[config.mk]
export PLATFORM = sky130hd
export DESIGN_NAME = serial_nibble_adder
export DESIGN_NICKNAME = d
export VERILOG_FILES = /design/src/rtl/serial_nibble_adder_pkg.sv /design/src/rtl/serial_nibble_adder_rca4.sv /design/src/rtl/serial_nibble_adder.sv
export SDC_FILE = /design/constraint.sdc
export NUM_CORES = 1
export LEC_CHECK = 0
export CAP_MARGIN = 20
export CORE_ASPECT_RATIO = 1.5
export CORE_UTILIZATION = 50
export CTS_CLUSTER_DIAMETER = 120
export DETAILED_ROUTE_END_ITERATION = 10
export PLACE_DENSITY_LB_ADDON = 0.25
export SETUP_SLACK_MARGIN = 0.05
export SYNTH_ARGS = -nofsm -noshare
export SYNTH_HDL_FRONTEND = slang
export SYNTH_SLANG_ARGS = --single-unit
[constraint.sdc]
create_clock -name clk -period 3.22 [get_ports clk]
set_input_delay 0.644 -clock clk [delete_from_list [all_inputs] [get_ports clk]]
set_output_delay 0.644 -clock clk [all_outputs]
set_load 0.005 [all_outputs]
[src/rtl/serial_nibble_adder_pkg.sv]
// Shared types and helpers for the serial nibble adder.
package serial_add_pkg;

   typedef enum logic [1:0] {
      IDLE = 2'd0,
      RUN  = 2'd1,
      DONE = 2'd2
   } state_e;

   localparam int unsigned NIBBLE_W = 4;

   // Counter width that never collapses to zero bits.
   function automatic int unsigned clog2_min1(input int unsigned n);
      return (n <= 1) ? 1 : $clog2(n);
   endfunction

endpackage

[src/rtl/serial_nibble_adder_rca4.sv]
// 4-bit ripple-carry adder cell used as the nibble datapath.
module serial_nibble_adder_rca4
   import serial_add_pkg::*;
(
   input  logic [NIBBLE_W-1:0] a_i,
   input  logic [NIBBLE_W-1:0] b_i,
   input  logic                cin_i,
   output logic [NIBBLE_W-1:0] sum_o,
   output logic                cout_o
);

   logic carry;

   always_comb begin
      sum_o = '0;
      carry = cin_i;
      for (int i = 0; i < NIBBLE_W; i++) begin
         sum_o[i] = a_i[i] ^ b_i[i] ^ carry;
         carry    = (a_i[i] & b_i[i]) | (carry & (a_i[i] ^ b_i[i]));
      end
      cout_o = carry;
   end

endmodule

[src/rtl/serial_nibble_adder.sv]
// Multi-cycle W-bit adder: one nibble per cycle through a 4-bit cell, LSB first.
// Define SERIAL_ADD_OVF_EN to add the registered two's-complement overflow output ovf.
module serial_nibble_adder
   import serial_add_pkg::*;
#(
   parameter int unsigned NIBBLES = 4
) (
   input  logic                         clk,
   input  logic                         rst,
   input  logic                         in_valid,
   output logic                         in_ready,
   input  logic [NIBBLE_W*NIBBLES-1:0]  a,
   input  logic [NIBBLE_W*NIBBLES-1:0]  b,
   input  logic                         cin,
   output logic                         out_valid,
   input  logic                         out_ready,
   output logic [NIBBLE_W*NIBBLES-1:0]  sum,
   output logic                         cout,
   output logic                         busy
`ifdef SERIAL_ADD_OVF_EN
   ,output logic                        ovf
`endif
);

   localparam int unsigned W    = NIBBLE_W * NIBBLES;
   localparam int unsigned IdxW = clog2_min1(NIBBLES);

   state_e              state_q, state_d;
   logic [W-1:0]        a_q, a_d;
   logic [W-1:0]        b_q, b_d;
   logic [W-1:0]        sum_q, sum_d;
   logic                carry_q, carry_d;
   logic                cout_q, cout_d;
   logic [IdxW-1:0]     idx_q, idx_d;
   logic [NIBBLE_W-1:0] cell_a, cell_b, cell_sum;
   logic                cell_cout;
   logic                last;
`ifdef SERIAL_ADD_OVF_EN
   logic                ovf_q, ovf_d;
`endif

   assign cell_a = a_q[idx_q*NIBBLE_W +: NIBBLE_W];
   assign cell_b = b_q[idx_q*NIBBLE_W +: NIBBLE_W];
   assign last   = (idx_q == IdxW'(NIBBLES - 1));

   serial_nibble_adder_rca4 u_cell (
      .a_i    (cell_a),
      .b_i    (cell_b),
      .cin_i  (carry_q),
      .sum_o  (cell_sum),
      .cout_o (cell_cout)
   );

   always_comb begin
      state_d = state_q;
      a_d     = a_q;
      b_d     = b_q;
      sum_d   = sum_q;
      carry_d = carry_q;
      cout_d  = cout_q;
      idx_d   = idx_q;
`ifdef SERIAL_ADD_OVF_EN
      ovf_d   = ovf_q;
`endif
      unique case (state_q)
         IDLE: begin
            if (in_valid) begin
               a_d     = a;
               b_d     = b;
               carry_d = cin;
               idx_d   = '0;
               state_d = RUN;
            end
         end
         RUN: begin
            sum_d[idx_q*NIBBLE_W +: NIBBLE_W] = cell_sum;
            carry_d = cell_cout;
            idx_d   = idx_q + 1'b1;
            if (last) begin
               cout_d  = cell_cout;
               idx_d   = '0;
               state_d = DONE;
`ifdef SERIAL_ADD_OVF_EN
               ovf_d   = (a_q[W-1] == b_q[W-1]) && (cell_sum[NIBBLE_W-1] != a_q[W-1]);
`endif
            end
         end
         DONE: begin
            if (out_ready) state_d = IDLE;
         end
         default: state_d = IDLE;
      endcase
   end

   always_ff @(posedge clk) begin
      if (rst) begin
         state_q <= IDLE;
         a_q     <= '0;
         b_q     <= '0;
         sum_q   <= '0;
         carry_q <= 1'b0;
         cout_q  <= 1'b0;
         idx_q   <= '0;
`ifdef SERIAL_ADD_OVF_EN
         ovf_q   <= 1'b0;
`endif
      end else begin
         state_q <= state_d;
         a_q     <= a_d;
         b_q     <= b_d;
         sum_q   <= sum_d;
         carry_q <= carry_d;
         cout_q  <= cout_d;
         idx_q   <= idx_d;
`ifdef SERIAL_ADD_OVF_EN
         ovf_q   <= ovf_d;
`endif
      end
   end

   assign in_ready  = (state_q == IDLE);
   assign out_valid = (state_q == DONE);
   assign busy      = (state_q == RUN) || (state_q == DONE);
   assign sum       = sum_q;
   assign cout      = cout_q;
`ifdef SERIAL_ADD_OVF_EN
   assign ovf       = ovf_q;
`endif

endmodule

==> results of run 1 <==
-- final cells by class --
type,instances,area share [%]
Clock buffer,7,2.39
Clock inverter,1,0.940
Inverter,15,1.76
Multi-Input combinational cell,202,39.6
Sequential cell,54,33.9
Tap cell,66,2.59
Timing Repair Buffer,62,18.8
-- flip-flops by register name (all words and copies together) (netlist names) --
signal	flops
a_q	16
b_q	16
carry_q	1
cout	1
idx_q	2
state_q	2
sum	16
-- report_power, final --
part	internal (mW)	switching (mW)
registers	0.766	0.0608
logic	0.331	0.390
clock network	0.233	0.205
total	1.33	0.656
-- cell families (layout without fill, tap and decap cells) --
logic type / after synthesis / count (layout) / share of synthesized area, %
AOI/OAI and AO/OA: 58 / 58 / 12.8
DFF: 54 / 54 / 43.5
muxes: 12 / 12 / 8.90
buffers and inverters: 34 / 85 / 5.73
and+or+nand+nor: 119 / 119 / 21.3
adders and majority gates: 13 / 13 / 7.75
-- metal layers --
metal / part of all wire [%] / wire, microns
met1: 42 / 2190
met2: 54 / 2800
met3: 1.9 / 97
met4: 2.5 / 130
met5: 0 / 0
-- stage by stage --
| stage | hold slack [ns] | util [%] | cell area, sq um |
|---|---|---|---|
| final | 0.455 | 66.4 | 3190 |
| after global routing | 0.471 | 66.4 | 3190 |
| after CTS | 0.457 | 66.3 | 3190 |
| after detailed placement | 0.447 | 64.1 | 3080 |
| after global placement | 0.439 | 64.1 | 3080 |
| after floorplan | 0.433 | - | 2490 |
-- repair_timing --
action	4_1_cts	5_1_grt
gates resized for setup	0	2
hold endpoints to repair	0	0
endpoints found under the setup margin	0	1
-- worst min path at each step --
stage / startpoint / to / depth (start not counted)
after detailed placement: sum[3] / sum[3] / 2
after global placement: sum[1] / sum[1] / 2
after global routing: sum[0] / sum[0] / 2
after floorplan: a_q[5] / a_q[5] / 2
after CTS: sum[3] / sum[3] / 2
final: sum[0] / sum[0] / 2
-- tightest hold or removal path, cell delays in order, from the launching register on --
cell	delay, ns
dfxtp_1	0.32
nand2_1	0.05
a21oi_1	0.05
-- cell usage after synthesis, types with 2 or more instances --
master	count
a21oi_1	48
a32oi_1	5
buf_2	9
clkbuf_1	9
dfxtp_1	54
fa_1	4
ha_1	9
inv_1	15
mux2i_1	3
mux4_2	8
nand2_1	88
nand4_1	6
nand4b_1	2
nor2_1	7
o21ai_0	2
or3_1	4
==> flow_summary.yaml, run 1 <==
critical_path:
  critPathMaxStageDelay_ns: 0.51
  arrival_ns: 3.15
  path_cells: "mux4_2, inv_1, fa_1, inv_1, fa_1, inv_1, fa_1, inv_1, fa_1, mux2_2, o221ai_1, a21oi_1"
  critPathBufInv: 4
  cp.depth: 12
  r2r_start: "idx_q[0]"
  cp-start-kind: "flip-flop"
  crit_end: "carry_q"
  worstPathMaxFanout: 4
  r2r_slack_ns: 0.26
  r2r-end: "carry_q"
  cp.required_ns: 3.40
  criticalPathCategory: "reg -> reg"
  cp-end-kind: "flip-flop"
  path_delay_family: "adder cells"
  critPathSlowestCell: "mux4_2"
  worst-r2r-cell-count: 12
  cp-startpoint: "idx_q[0]"
cells_and_area:
  multi_input_area_sq_um: 1260
  drive_above_1_share_pct: 8.21
  layout.nets: 390
  final_cells: 407
  fill_cells: 447
  diodes: 0
  layout_common_cells: "88 x nand2_1, 55 x clkdlybuf4s50_1, 52 x dfxtp_1, 48 x a21oi_1, 15 x inv_1"
  final_common_cell: "nand2_1"
  regArea_sq_um: 1080
  area_growth_pct: 28.4
clock_tree:
  insertion_delay_ns: 0.30
  post_cts_buffers: 0
  clock_sinks: 54
  cts_tree: "done"
  htreeDepth: 2
  cts_hold_buf: 0
  cts_root_buffer: "clkbuf_8"
  cts-buffers-inserted: 5
  cts_buffer_depth: 2
  path_clk_slew_ns: 0.09
global_route:
  use_met2_pct: 40.2
  grt_pass1_wl_microns: 8810
  grt_pass1_vias: 2020
  busiest_layer: "met2"
  antenna_found_initial: 0
  grt_use_met1_pct: 25.1
  met3_usage_pct: 3.07
  grt_usage_pct: 22.0
  grt_max_degree: 33
  grt.overflow.total: 0
synth:
  netlist_area_sq_um: 2490
  synth_cell_types: 33
  yosys.area.top_type: "dfxtp_1"
  synthCells: 290
  synth_edf_count: 0
  ys_async_sr_fraction_pct: 0
  synth_seq_cells: 54
  ys_seq_area_share_pct: 43.5
  avgSynthCellArea_sq_um: 8.58
  synth_top_area_share_pct: 43.5
  yosys_most_used_dff: "dfxtp_1"
  synth_area_leaders: "dfxtp_1 43%, nand2_1 13%, a21oi_1 9.7%, mux4_2 7.2%, ha_1 4.5%"
  yosysWarnings: 0
  syn_nets: 340
sta:
  grt_setup_unrepaired: "no"
  setup_violations: 0
  timing.setup.tns_ns: 0
  period_needed_ns: 2.96
  fmax_mhz: 337
  fin_crit_sh_pct: 92.1
  hold_violations: 0
  relSlewSlack_pct: 52.1
  tightest_slew_ns: 0.719
  finalWorstSetupSlack_ns: 0.256
  slew_viol_final: 0
  skew_ns: 0.00526
die:
  start_util_pct: 51.7
  ios: 57
  die-area_sq_um: 5270
  dieWidth_microns: 59.6
  die_h_microns: 88.4
  coreArea_sq_um: 4810
  rows: 31
route:
  totalWireLength_microns: 5220
  viasPerCell: 5.18
  drt_iter0_markers: 68
  drt_pass1_iterations: 4
  wl_per_cell_microns: 12.8
  vias: 2108
  ant_nets: 0
  drc: 0
power:
  power_density_nw_per_um2: 622
  p_leak_nw: 1.18
  total_power_mw: 1.99
  vdd_drop_max_uv: 338
place:
  gp_congestion: 0.816
  pre_cts_ws_ns: 0.254
  port_buffers: 56
  placedCellCount: 399
  hpwl_microns: 3850
worst_hold_path:
  hold_class: "reg -> reg"
status:
  outcome: "finished, final reports clean"
run:
  cap_violations: 0
(Power assumes the default switching activity.)
==> run 2: changes to the inputs <==
- CORE_UTILIZATION: 50 -> 53
- CTS_CLUSTER_DIAMETER: 120 -> 150
- MAX_ROUTING_LAYER: default -> met4
- clock period: 3.22 -> 3.5 ns (I/O delays scaled with it)
==> run 2 against run 1 <==
Effect of this change:
- the run now ends with DRC left
- register-to-register slack better by 0.24 ns
- count of clock-buffer cells in the layout decreased by 1
- setup slack improved by 0.24 ns
- via count about the same
- non-clock buffer count decreased by 2
- wire length decreased by 2.2%
- clock power shrank 25%
- critical path depth unchanged
- total power shrank 12%
- sequential cell count stayed put
- core utilization up 3.0 points
==> flow_summary.yaml, run 2 (synthesized netlist as in run 1, its figures left out) <==
clock_tree:
  cts_buffer_depth: 2
  cts-buffers-inserted: 5
  htreeDepth: 2
  path_clk_slew_ns: 0.09
  insertion_delay_ns: 0.30
  clock_sinks: 54
  cts_root_buffer: "clkbuf_8"
  post_cts_resized: 0
  cts_hold_buf: 0
  cts_tree: "done"
  post_cts_buffers: 0
sta:
  skew_ns: 0.00607
  fmax_mhz: 333
  timing.setup.tns_ns: 0
  hold_slack_ns: 0.458
  finalWorstSetupSlack_ns: 0.494
  fin_crit_sh_pct: 85.9
  tightest_slew_ns: 0.962
  slew_viol_final: 0
  relSlewSlack_pct: 35.7
  setup_violations: 0
  period_needed_ns: 3.01
  grt_setup_unrepaired: "no"
  hold_violations: 0
cells_and_area:
  drive_above_1_share_pct: 7.10
  layout.nets: 388
  area_growth_pct: 25.7
  fill_cells: 402
  final_common_cell: "nand2_1"
  diodes: 0
  final_cells: 386
  layout_common_cells: "88 x nand2_1, 55 x clkdlybuf4s50_1, 54 x dfxtp_1, 48 x a21oi_1, 15 x inv_1"
die:
  coreArea_sq_um: 4500
  dieWidth_microns: 57.9
  start_util_pct: 55.2
  die-area_sq_um: 4980
  ios: 57
  rows: 30
  die_h_microns: 85.9
power:
  p_leak_nw: 1.15
  power_density_nw_per_um2: 557
  vdd_drop_max_uv: 392
route:
  wl_per_cell_microns: 13.2
  drc: 3
  vias: 2106
  ant_nets: 0
  drt_pass1_iterations: 9
  drt_iter0_markers: 68
  viasPerCell: 5.46
  totalWireLength_microns: 5110
critical_path:
  criticalPathCategory: "reg -> reg"
  worstPathMaxFanout: 5
  cp.required_ns: 3.68
  critPathMaxStageDelay_ns: 0.54
  critPathSlowestCell: "mux4_2"
  cp-start-kind: "flip-flop"
  cp-end-kind: "flip-flop"
  critPathBufInv: 4
  path_cells: "mux4_2, inv_1, fa_1, inv_1, fa_1, inv_1, fa_1, inv_1, fa_1, mux2_2, o221ai_1, a21oi_1"
  path_delay_family: "adder cells"
  arrival_ns: 3.19
place:
  hpwl_microns: 3800
  placedCellCount: 379
  port_buffers: 56
  pre_cts_ws_ns: 0.500
  gp_congestion: 0.851
global_route:
  grt.overflow.total: 0
  grt_pass1_wl_microns: 8950
  use_met2_pct: 41.2
  grt_max_degree: 33
  grt_pass1_vias: 2041
  busiest_layer: "met2"
  grt_use_met1_pct: 27.2
  met3_usage_pct: 4.07
  antenna_found_initial: 0
  grt_usage_pct: 24.0
worst_hold_path:
  hold_class: "reg -> reg"
status:
  violations: "DRC"
  outcome: "finished, violations left"
run:
  cap_violations: 0
-- run 2: cell types whose count changed in the layout (fill, tap and decap cells not counted), sizes merged --
cell / previous run / this run
clkbuf: 7 / 6
clkinvlp: 0 / 1
bufinv: 1 / 0
buf: 7 / 5
-- run 2: per-stage QoR --
stage / total power, mW / instance area (sq um) / utilization [%]
5_1_grt: 1.86 / 3130 / 69.4
4_1_cts: 1.75 / 3130 / 69.4
3_3_place_gp: 1.40 / 3050 / 67.6
6_report: 1.74 / 3130 / 69.4
3_5_place_dp: 1.42 / 3050 / 67.6
2_1_floorplan: 1.22 / 2490 / -
-- run 2: worst paths after layout --
check / start / to / slack [ns] / cells after the start
hold reg to reg: a_q[14] / a_q[14] / 0.46 / 2
setup reg to reg: idx_q[0] / carry_q / 0.49 / 12
hold / removal: a_q[14] / a_q[14] / 0.46 / 2
setup / recovery: idx_q[0] / carry_q / 0.49 / 12
-- run 2: cell type report --
type                       count  area [sq um]  area share [%]
clock buffer                   6          72.6            2.32
inverter                      15          56.3            1.80
tap                           48          60.1            1.92
clock inverter                 1          7.51           0.240
multi-input combinational    202          1260            40.4
sequential                    54          1080            34.6
timing repair buffer          60           586            18.7
-- run 2: worst register-to-register path, delay by kind of cell, from the launching register on --
kind	cells	cell delay [ns]
AO/OA/AOI/OAI	2	0.22
adder cells (fa/ha/maj)	4	1.09
buffers and inverters	4	0.28
flip-flops	1	0.47
multiplexers	2	0.82
-- run 2: per-layer routing --
metal  routed length (microns)  part of all wire [%]  vias to the layer above
met2                      2750                    54                       53
met1                      2030                    40                      971
li1                          -                     -                     1065
met4                       163                   3.2                        0
met5                         0                     0                        -
met3                       164                   3.2                       17
-- run 2: report_power, final --
part	leakage [nW]	internal (mW)	switching, mW
Clock	0.0373	0.138	0.190
Combinational	0.671	0.296	0.359
Sequential	0.441	0.704	0.0550
Total	1.15	1.14	0.605
==> run 3: changes to the inputs <==
- PLACE_DENSITY: default -> 0.89
- PLACE_DENSITY_LB_ADDON: 0.25 -> default
==> run 3 against run 2 <==
Effect of this change:
- the flow still finishes with violations (DRC)
- combinational power decreased by 0.9%
- wire length increased by 1.9%
- critical path depth unchanged
- sequential share of layout area decreased by 0.055 points
- critical path type unchanged
- critical endpoint unchanged
- highest routed layer unchanged
==> flow_summary.yaml, run 3 (synthesized netlist as in run 1, its figures left out) <==
status:
  outcome: "finished, violations left"
  violations: "DRC"
clock_tree:
  htreeDepth: 2
  post_cts_buffers: 0
  post_cts_resized: 0
  path_clk_slew_ns: 0.08
  cts_buffer_depth: 2
  cts_tree: "done"
  clock_sinks: 54
  cts-buffers-inserted: 5
  cts_root_buffer: "clkbuf_8"
  insertion_delay_ns: 0.30
  cts_hold_buf: 0
route:
  ant_nets: 0
  drt_pass1_iterations: 9
  vias: 2105
  wirelength_met1_microns: 1940
  viasPerCell: 5.45
  drt_iter0_markers: 85
  totalWireLength_microns: 5210
  dr_wl_met2_microns: 2940
  met3WireLength_microns: 195
  top_layer: "met4"
  wl_per_cell_microns: 13.5
  drc: 3
die:
  start_util_pct: 55.2
  die_h_microns: 85.9
  rows: 30
  die-area_sq_um: 4980
  ios: 57
  coreArea_sq_um: 4500
  dieWidth_microns: 57.9
sta:
  slew_viol_final: 0
  relSlewSlack_pct: 37.6
  setup_violations: 0
  fin_crit_sh_pct: 85.7
  period_needed_ns: 3.00
  tightest_slew_ns: 0.933
  timing.setup.tns_ns: 0
  skew_ns: 0.00180
  grt_setup_unrepaired: "no"
  hold_violations: 0
  fmax_mhz: 333
critical_path:
  cp-end-kind: "flip-flop"
  path_delay_family: "adder cells"
  criticalPathCategory: "reg -> reg"
  path_cells: "mux4_2, inv_1, fa_1, inv_1, fa_1, inv_1, fa_1, inv_1, fa_1, mux2_2, o221ai_1, a21oi_1"
  worstPathMaxFanout: 5
  arrival_ns: 3.18
  critPathBufInv: 4
  cp-start-kind: "flip-flop"
  cp.required_ns: 3.68
  critPathSlowestCell: "mux4_2"
  critPathMaxStageDelay_ns: 0.54
cells_and_area:
  drive_above_1_share_pct: 6.80
  area_growth_pct: 25.9
  final_common_cell: "nand2_1"
  layout.nets: 388
  fin_util_pct: 69.5
  layout_common_cells: "88 x nand2_1, 56 x clkdlybuf4s50_1, 54 x dfxtp_1, 48 x a21oi_1, 15 x inv_1"
  diodes: 0
global_route:
  grt_pass1_vias: 2026
  grt_usage_pct: 24.0
  antenna_found_initial: 0
  grt_pass1_wl_microns: 8950
  grt_max_degree: 53
  grt.overflow.total: 0
place:
  hpwl_microns: 3960
  gp_congestion: 0.864
  port_buffers: 56
power:
  vdd_drop_max_uv: 300
  p_leak_nw: 1.15
  power_density_nw_per_um2: 553
worst_hold_path:
  hold_class: "reg -> reg"
run:
  cap_violations: 0
run 3: cell count changes in the layout (fill, tap and decap cells not counted), sizes merged:
cell / change
buf: -1
clkdlybuf4s50: +1
run 3: final cells by class:
class / instances / area [sq um]
flip-flops and latches: 54 / 1080
inverters: 15 / 56.3
fillers: 372 / 1370
clock inverters: 1 / 7.51
multi-input cells: 202 / 1260
repair buffers: 60 / 591
well taps: 48 / 60.1
clock buffers: 6 / 72.6
run 3: path summary, 6_finish.rpt:
check	start	endpoint	slack, ns	depth (start not counted)
worst max-delay path	idx_q[0]	carry_q	0.50	12
worst min-delay path	a_q[9]	a_q[9]	0.46	2
worst max register to register	idx_q[0]	carry_q	0.50	12
worst min register to register	a_q[9]	a_q[9]	0.46	2
run 3: stage by stage:
stage | power, mW | hold slack, ns | setup WS, ns | instance area (sq um) | instances
floorplan | 1.22 | 0.433 | 0.582 | 2490 | 290
global placement | 1.40 | 0.439 | 0.639 | 3050 | 379
detailed placement | 1.42 | 0.449 | 0.499 | 3050 | 379
CTS | 1.74 | 0.461 | 0.475 | 3130 | 386
global route | 1.85 | 0.477 | 0.302 | 3130 | 386
finish | 1.73 | 0.459 | 0.501 | 3130 | 386
run 3: metal layers:
| metal | global-route usage [%] | vias up |
|---|---|---|
| met2 | 42.3 | 68 |
| met5 | - | - |
| met3 | 4.22 | 13 |
| met4 | 10.2 | 0 |
| li1 | - | 1063 |
| met1 | 25.9 | 961 |
run 3: tightest hold or removal path, cell delays in order (launching register included):
cell and delay (ns):
dfxtp_1 0.32, nand2_1 0.05, a21oi_1 0.05
run 3: power breakdown:
part	internal, mW	leakage (nW)	total (mW)	switching (mW)
clock	0.137	0.0373	0.319	0.182
combinational	0.296	0.671	0.650	0.355
sequential	0.704	0.441	0.762	0.0578
total	1.14	1.15	1.73	0.594
